<file path="config.mk">
export PLATFORM = sky130hd
export DESIGN_NAME = instr_loader
export DESIGN_NICKNAME = d
export VERILOG_FILES = /design/src/rtl/instr_loader.sv
export SDC_FILE = /design/constraint.sdc
export NUM_CORES = 1
export LEC_CHECK = 0
export BUFFER_PORTS_ARGS = -buffer_cell sky130_fd_sc_hd__buf_2
export CAP_MARGIN = 20
export CORE_MARGIN = 1.5
export CORE_UTILIZATION = 50
export DETAILED_ROUTE_END_ITERATION = 8
export PLACE_DENSITY = 0.75
export SLEW_MARGIN = 25
export SYNTH_ARGS = -nofsm -noshare
export SYNTH_HDL_FRONTEND = slang
export SYNTH_SLANG_ARGS = --single-unit
</file>
<file path="constraint.sdc">
create_clock -name clk -period 1.77 [get_ports clk]
set_input_delay 0.177 -clock clk [delete_from_list [all_inputs] [get_ports clk]]
set_output_delay 0.177 -clock clk [all_outputs]
set_load 0.02 [all_outputs]
</file>
<file path="src/rtl/instr_loader.sv">
// Byte-to-instruction front end: packs three program bytes (MSB first) into a
// 24-bit word and hands it to the processor, tracking session count and errors.
module instr_loader #(
    parameter int          MEM_DEPTH      = 128,
    parameter int          TIMEOUT_CYCLES = 1000000,
    parameter logic [7:0]  HALT_OPCODE    = 8'h00
) (
    input  logic                         clk,
    input  logic                         rst_n,
    input  logic                         clear,
    input  logic [7:0]                   byte_in,
    input  logic                         byte_in_valid,
    output logic                         byte_in_ready,
    output logic [23:0]                  instr_out,
    output logic                         instr_valid,
    input  logic                         instr_ready,
    output logic [$clog2(MEM_DEPTH):0]   instr_count,
    output logic                         busy,
    output logic                         load_done,
    output logic                         overflow_err,
    output logic                         timeout_err
);

    localparam int CW = $clog2(MEM_DEPTH) + 1;
    localparam int TW = $clog2(TIMEOUT_CYCLES) + 1;

    localparam logic [CW-1:0] MEM_MAX  = CW'(MEM_DEPTH);
    localparam logic [CW-1:0] MEM_LAST = CW'(MEM_DEPTH - 1);
    localparam logic [TW-1:0] TMO_LAST = TW'(TIMEOUT_CYCLES - 1);

    typedef enum logic [1:0] {
        COLLECT,
        HOLD,
        DONE,
        ERROR
    } state_e;

    state_e         state_q, state_d;
    logic [1:0]     idx_q, idx_d;
    logic [23:0]    instr_q, instr_d;
    logic [CW-1:0]  count_q, count_d;
    logic           done_q, done_d;
    logic           ovf_q, ovf_d;
    logic           tmo_q, tmo_d;
    logic [TW-1:0]  timer_q, timer_d;

    always_ff @(posedge clk or negedge rst_n) begin
        if (!rst_n) begin
            state_q <= COLLECT;
            idx_q   <= 2'd0;
            instr_q <= 24'd0;
            count_q <= '0;
            done_q  <= 1'b0;
            ovf_q   <= 1'b0;
            tmo_q   <= 1'b0;
            timer_q <= '0;
        end else begin
            state_q <= state_d;
            idx_q   <= idx_d;
            instr_q <= instr_d;
            count_q <= count_d;
            done_q  <= done_d;
            ovf_q   <= ovf_d;
            tmo_q   <= tmo_d;
            timer_q <= timer_d;
        end
    end

    // The idle timer defaults to zero, so it only advances on idle COLLECT
    // cycles with a partial word; any accepted byte restarts it.
    always_comb begin
        state_d = state_q;
        idx_d   = idx_q;
        instr_d = instr_q;
        count_d = count_q;
        done_d  = done_q;
        ovf_d   = ovf_q;
        tmo_d   = 1'b0;
        timer_d = '0;

        if (clear) begin
            state_d = COLLECT;
            idx_d   = 2'd0;
            instr_d = 24'd0;
            count_d = '0;
            done_d  = 1'b0;
            ovf_d   = 1'b0;
        end else begin
            case (state_q)
                COLLECT: begin
                    if (byte_in_valid) begin
                        case (idx_q)
                            2'd0:    instr_d[23:16] = byte_in;
                            2'd1:    instr_d[15:8]  = byte_in;
                            default: instr_d[7:0]   = byte_in;
                        endcase
                        if (idx_q == 2'd2) begin
                            idx_d   = 2'd0;
                            state_d = HOLD;
                        end else begin
                            idx_d = idx_q + 2'd1;
                        end
                    end else if (idx_q != 2'd0) begin
                        if (timer_q == TMO_LAST) begin
                            idx_d   = 2'd0;
                            instr_d = 24'd0;
                            tmo_d   = 1'b1;
                        end else begin
                            timer_d = timer_q + TW'(1);
                        end
                    end
                end
                HOLD: begin
                    if (instr_ready) begin
                        if (count_q != MEM_MAX) begin
                            count_d = count_q + CW'(1);
                        end
                        // HALT wins even in the last slot; otherwise a full
                        // memory leaves no room for HALT and the load fails.
                        if (instr_q[23:16] == HALT_OPCODE) begin
                            state_d = DONE;
                            done_d  = 1'b1;
                        end else if (count_q == MEM_LAST) begin
                            state_d = ERROR;
                            ovf_d   = 1'b1;
                        end else begin
                            state_d = COLLECT;
                        end
                    end
                end
                default: begin
                end
            endcase
        end
    end

    // Ready is gated by rst_n so the source sees no acceptance during reset.
    always_comb begin
        byte_in_ready = rst_n && (state_q == COLLECT);
        instr_valid   = (state_q == HOLD);
        busy          = (idx_q != 2'd0) || (state_q == HOLD);
        instr_out     = instr_q;
        instr_count   = count_q;
        load_done     = done_q;
        overflow_err  = ovf_q;
        timeout_err   = tmo_q;
    end

endmodule

</file>
; After elaboration in Yosys (flattened, before gate mapping)
; Index checks and enable logic that the tools add are counted.
[classes]
n_addsub = 3
multipliers = 0
div = 0
magnitude_cmp = 0
eq_ne = 13
shift = 0
mux = 44
bitwise_logic = 0
n_reduce_logical = 24
[op_table]
columns = operator, count
row1 = 24-bit 2-to-1 mux, 5
row2 = 21-bit 2-to-1 mux, 5
row3 = 8-bit 2-to-1 mux, 7
row4 = 2-bit 2-to-1 mux, 12
row5 = 21-bit by 1-bit adder with 21-bit output (second input constant), 1
row6 = 21-bit by 20-bit equality test with 1-bit output (second input constant), 1
row7 = 4-bit AND reduction, 5
row8 = 1-bit 2-to-1 mux, 14
row9 = 2-bit nonzero test, 7
row10 = 3-bit by 2-bit inequality test with 1-bit output (second input constant), 3
row11 = 3-bit inequality test (second input constant), 3
row12 = 3-bit AND reduction, 3
row13 = 3-bit nonzero test, 3
row14 = 8-bit by 1-bit adder with 8-bit output (second input constant), 1
row15 = 8-bit by 7-bit equality test with 1-bit output (second input constant), 1
row16 = 8-bit zero test, 1
row17 = 8-bit inequality test (second input constant), 1
row18 = 2-bit by 1-bit equality test with 1-bit output (second input constant), 2
row19 = 2-bit zero test, 2
row20 = 2-bit case mux with 2 select lines, 1
row21 = 2-bit by 1-bit adder with 2-bit output (second input constant), 1
row22 = 2-bit equality test (second input constant), 1
row23 = 2-bit inequality test (second input constant), 1
row24 = 2-bit OR reduction, 1
row25 = other kinds (2), 2
[totals]
reg_bits = 60
latchBits = 0
mem_bits_rw = 0
romBits = 0
in_bits = 13
out_inout_bits = 38
word_cells = 94
mem_count = 0

; Logic depth before layout (Yosys ltp)
[logic_depth]
depth_word = 6
mapped_depth = 6
depth_no_buf = 6

; Worst setup path before layout
; No wires, ideal clock.
[synth_timing]
path_type = register to register
from = reg timer_q[12]
to = reg instr_q[7], in the netlist instr_out[7]
setup_ps = 130
arrival_time_ps = 1651
required_ps = 1640
slack_ps = -11
path_stages_with_launch = 6
n_path_buf = 1
period_less_slack_ps = 1781
cell_sequence = dfrtp_1 or4_1 nor4_4 a21oi_2 buf_2 o2bb2ai_1
[synth_between]
elab_chain_len = 3
[synth_lines]
columns = item, line_no
row1 = from (decl), 45  ; logic [TW-1:0] timer_q, timer_d;
row2 = from (signal assigned), 65  ; timer_q <= timer_d;
row3 = 21-bit by 20-bit equality test with 1-bit output, 104  ; if (timer_q == TMO_LAST) begin
row4 = 3-bit nonzero test (no source line), n/a
row5 = 4-bit AND reduction (no source line), n/a
row6 = to (signal assigned), 60  ; instr_q <= instr_d;
row7 = to (decl), 40  ; logic [23:0] instr_q, instr_d;
; No other way between the ends.
; A chain may end at the register's enable or synchronous reset.

; Final worst setup path
[layout_timing]
from = reg timer_q[13]
to = reg timer_q[4]
[layout_between]
elab_chain_len = 6
[layout_lines]
columns = item, line_no
row1 = 21-bit by 20-bit equality test with 1-bit output, 104
row2 = 21-bit 2-to-1 mux, 104
row3 = 21-bit 2-to-1 mux, 103  ; end else if (idx_q != 2'd0) begin
row4 = 21-bit 2-to-1 mux, 91  ; if (byte_in_valid) begin
row5 = 21-bit 2-to-1 mux, 89  ; case (state_q)
row6 = 21-bit 2-to-1 mux, 81  ; if (clear) begin
row7 = via timer_d[4], 45
; The timed path passes the listed nets, and every way through them passes these cells.

==> results.md <==
- Status: finished, violations left
- Failing checks: negative setup slack
- Unrepaired setup endpoints after global routing: yes
- Final setup fails: 15
- CTS tree: yes
- Syn Area/Cell: 10.6 um^2
- Placed inst area: 3500 um^2
- Worst skew pair latency: 340 ps
- Hpwl dp: 4.57 mm
- GR Util met3: 6.82%
- Grt ovf: 0
- Vias: 2,457
- Clock Tree Buf Depth: 2
- Final Critical Period: 1780 ps
- Share of layout cells above drive strength 1: 34.6%
- CP arrival: 2010 ps
- Vias in the first global route: 2,346
- Hold_ws: 14.6 ps
- GR peak layer: met2
- Max stage delay on crit path: 540 ps
- Final cell count without fillers: 442
- DIE WIDTH: 80.5 um
- Pins Over Slew Limit: 0
- Sequential fraction of the synthesis area: 50.0%
- Post-layout nets: 378
- Final worst slack: -14.6 ps
- I/O pins: 51
- Power Density: 841 nW/um^2
- Area growth, synth to finish: 32.1%
- Synth Instances: 282
- Final hold vios: 0
- Sequential Area: 1500 um^2
- Critical path required time: 2000 ps
- Critical path, cell by cell: or4_4, nor4_4, buf_6, a21bo_4, clkbuf_16, nor2_1
- PortBufs: 50
- Initial Utilization: 51.3%
- Clock skew: 8.26 ps
- DR WL/cell: 15.5 um
- Num rows: 28
- Worst-Margin Slew: 749 ps
- Setup_tns: -97.4 ps
- Drt first pass iters: 4
- Maximum Capacitance Violations: 0
- GRT met2 Usage: 35.5%
- Antenna cells: 0
- H-tree levels: 3
- Routability cong.: 0.834
- Total Wirelength: 6.84 mm
- Worst r2r src: timer_q[13]
- Critical path's slowest cell: or4_4
- CP startpoint: timer_q[13]
- Placed instance count: 422
- Clock slew at reported path FFs: 70 ps
- Max-Slew Margin vs Limit: 50.1%
- Startpoint types: flop
- Max VDD drop: 0.000711 V
- First-pass GRT wire length: 10.9 mm
- Min-Delay Path Class: in2async
- Fmax: 560 MHz
- Iter 0 DRT Violations: 145
- Area of the multi-input gates: 1600 um^2
- Syn_nets: 298
- Met1 usage: 28.7%
- Cell Area, Synth: 3000 um^2
- Die area: 6470 um^2
- Leakage: 1.88 nW
- Core footprint: 5850 um^2
- Num CTS Buffers: 9
- Remaining DRCs: 0
- Fin area: 3960 um^2
- Root Driver: clkbuf_8
- Crit Path Category: reg2reg
- Fill cell count: 443
- Largest net degree at the start of global routing: 61
- Synth Warn #: 0
- Vias per cell: 5.56
- Crit share post-route: 101%
- Initial antenna violation count: 0
- DRT antenna net count: 0
- Post-synthesis register bit count: 60
- Netlist cell types: 44
- Core Util, Final: 67.7%
- Clk sinks: 60
- Gr usage total: 22.2%
- Maximum fanout along the worst path: 10
- Chip height: 80.5 um
- Nature of the critical path endpoint: flop
## placed cells by master, fill, tap and decap left out, types with 10 or more instances in the layout
cell,n
dfrtp_1,60
mux2i_1,17
xor2_1,10
clkbuf_8,10
inv_1,10
nor2_1,29
and2_1,11
buf_2,50
a21oi_1,10
buf_4,21
nand2_1,10
nand4_1,10
xnor2_1,11
o2bb2ai_2,15
## metrics by stage
stage	total power [W]	setup WS [ps]
finish	0.00333	-14.6
floorplan	0.00174	0.349
detailed placement	0.00190	-49.1
global route	0.00348	-113
global placement	0.00190	-3.10
CTS	0.00330	-11.2
## layer usage
metal / wire, um / vias to the layer above
li1: - / 1189
met1: 3080 / 1202
met2: 3310 / 55
met3: 343 / 11
met4: 108 / 0
met5: 0 / -
## logic make-up after synthesis
| family | synth area share [%] |
|---|---|
| mux | 5.67 |
| flops | 50.0 |
| compound gates | 13.3 |
| buf+inv | 2.38 |
| simple gates | 21.2 |
| fa+ha+maj | 1.25 |
| xor+xnor | 6.13 |
## path summary, 6_finish.rpt
path / endpoint / slack (ps) / depth (start not counted)
max: timer_q[4] / -10 / 6
min: instr_out[13] / 10 / 2
max reg2reg: timer_q[4] / -10 / 6
min reg2reg: load_done / 500 / 2
max in group asynchronous: timer_q[3] / 1270 / 2
min in group clk: instr_out[22] / 70 / 2
## cell type report
| class | instances | area share (%) |
|---|---|---|
| multi-input combinational | 204 | 40.4 |
| inverter | 10 | 0.947 |
| clock buffer | 10 | 3.47 |
| clock inverter | 6 | 2.21 |
| timing repair buffer | 77 | 12.7 |
| tap | 75 | 2.37 |
| sequential | 60 | 37.9 |
## report_power, final
part	switching [W]	internal, W	total, W
logic	0.000281	0.000188	0.000469
registers	0.0000543	0.00142	0.00148
clock network	0.000558	0.000827	0.00138
## synthesized netlist by cell type, drive strengths merged
master | n | area [um^2]
a211oi | 1 | 7.51
a21bo | 1 | 10.0
a21oi | 12 | 67.6
a22o | 8 | 70.1
a311oi | 1 | 15.0
a31o | 2 | 17.5
a31oi | 1 | 6.26
a41oi | 1 | 8.76
and2 | 11 | 68.8
and3 | 5 | 31.3
and3b | 1 | 8.76
and4 | 2 | 18.8
and4b | 1 | 10.0
buf | 4 | 18.8
clkbuf | 4 | 15.0
dfrtp | 60 | 1500
ha | 3 | 37.5
inv | 10 | 37.5
mux2i | 17 | 170
nand2 | 10 | 37.5
nand2b | 2 | 12.5
nand3 | 7 | 35.0
nand3b | 1 | 7.51
nand4 | 11 | 83.8
nor2 | 30 | 113
nor2b | 5 | 31.3
nor3 | 9 | 45.0
nor4 | 7 | 58.8
nor4bb | 1 | 10.0
o211ai | 1 | 7.51
o21ai | 5 | 32.5
o2bb2ai | 18 | 158
or2 | 2 | 12.5
or3 | 4 | 25.0
or4 | 3 | 26.3
xnor2 | 11 | 96.3
xor2 | 10 | 87.6
## state kept, by name (all words and copies together) (netlist names)
signal / count
idx_q: 2
instr_count: 8
instr_out: 24
load_done: 1
overflow_err: 1
state_q: 2
timeout_err: 1
timer_q: 21
## timing repair
action,in CTS,in global routing
resized for setup,2,30
setup endpoints to repair,8,47
hold buffers,0,0
setup buffers,0,2
cloned,0,2
pin swaps,0,8
## worst max-delay path: cells and delay by family (launching register included)
kind	cells	cell delay, ps
and+or+nand+nor	3	820
DFF	1	380
buffers and inverters	2	320
AOI/OAI and AO/OA	1	160
(Power assumes the default switching activity.)
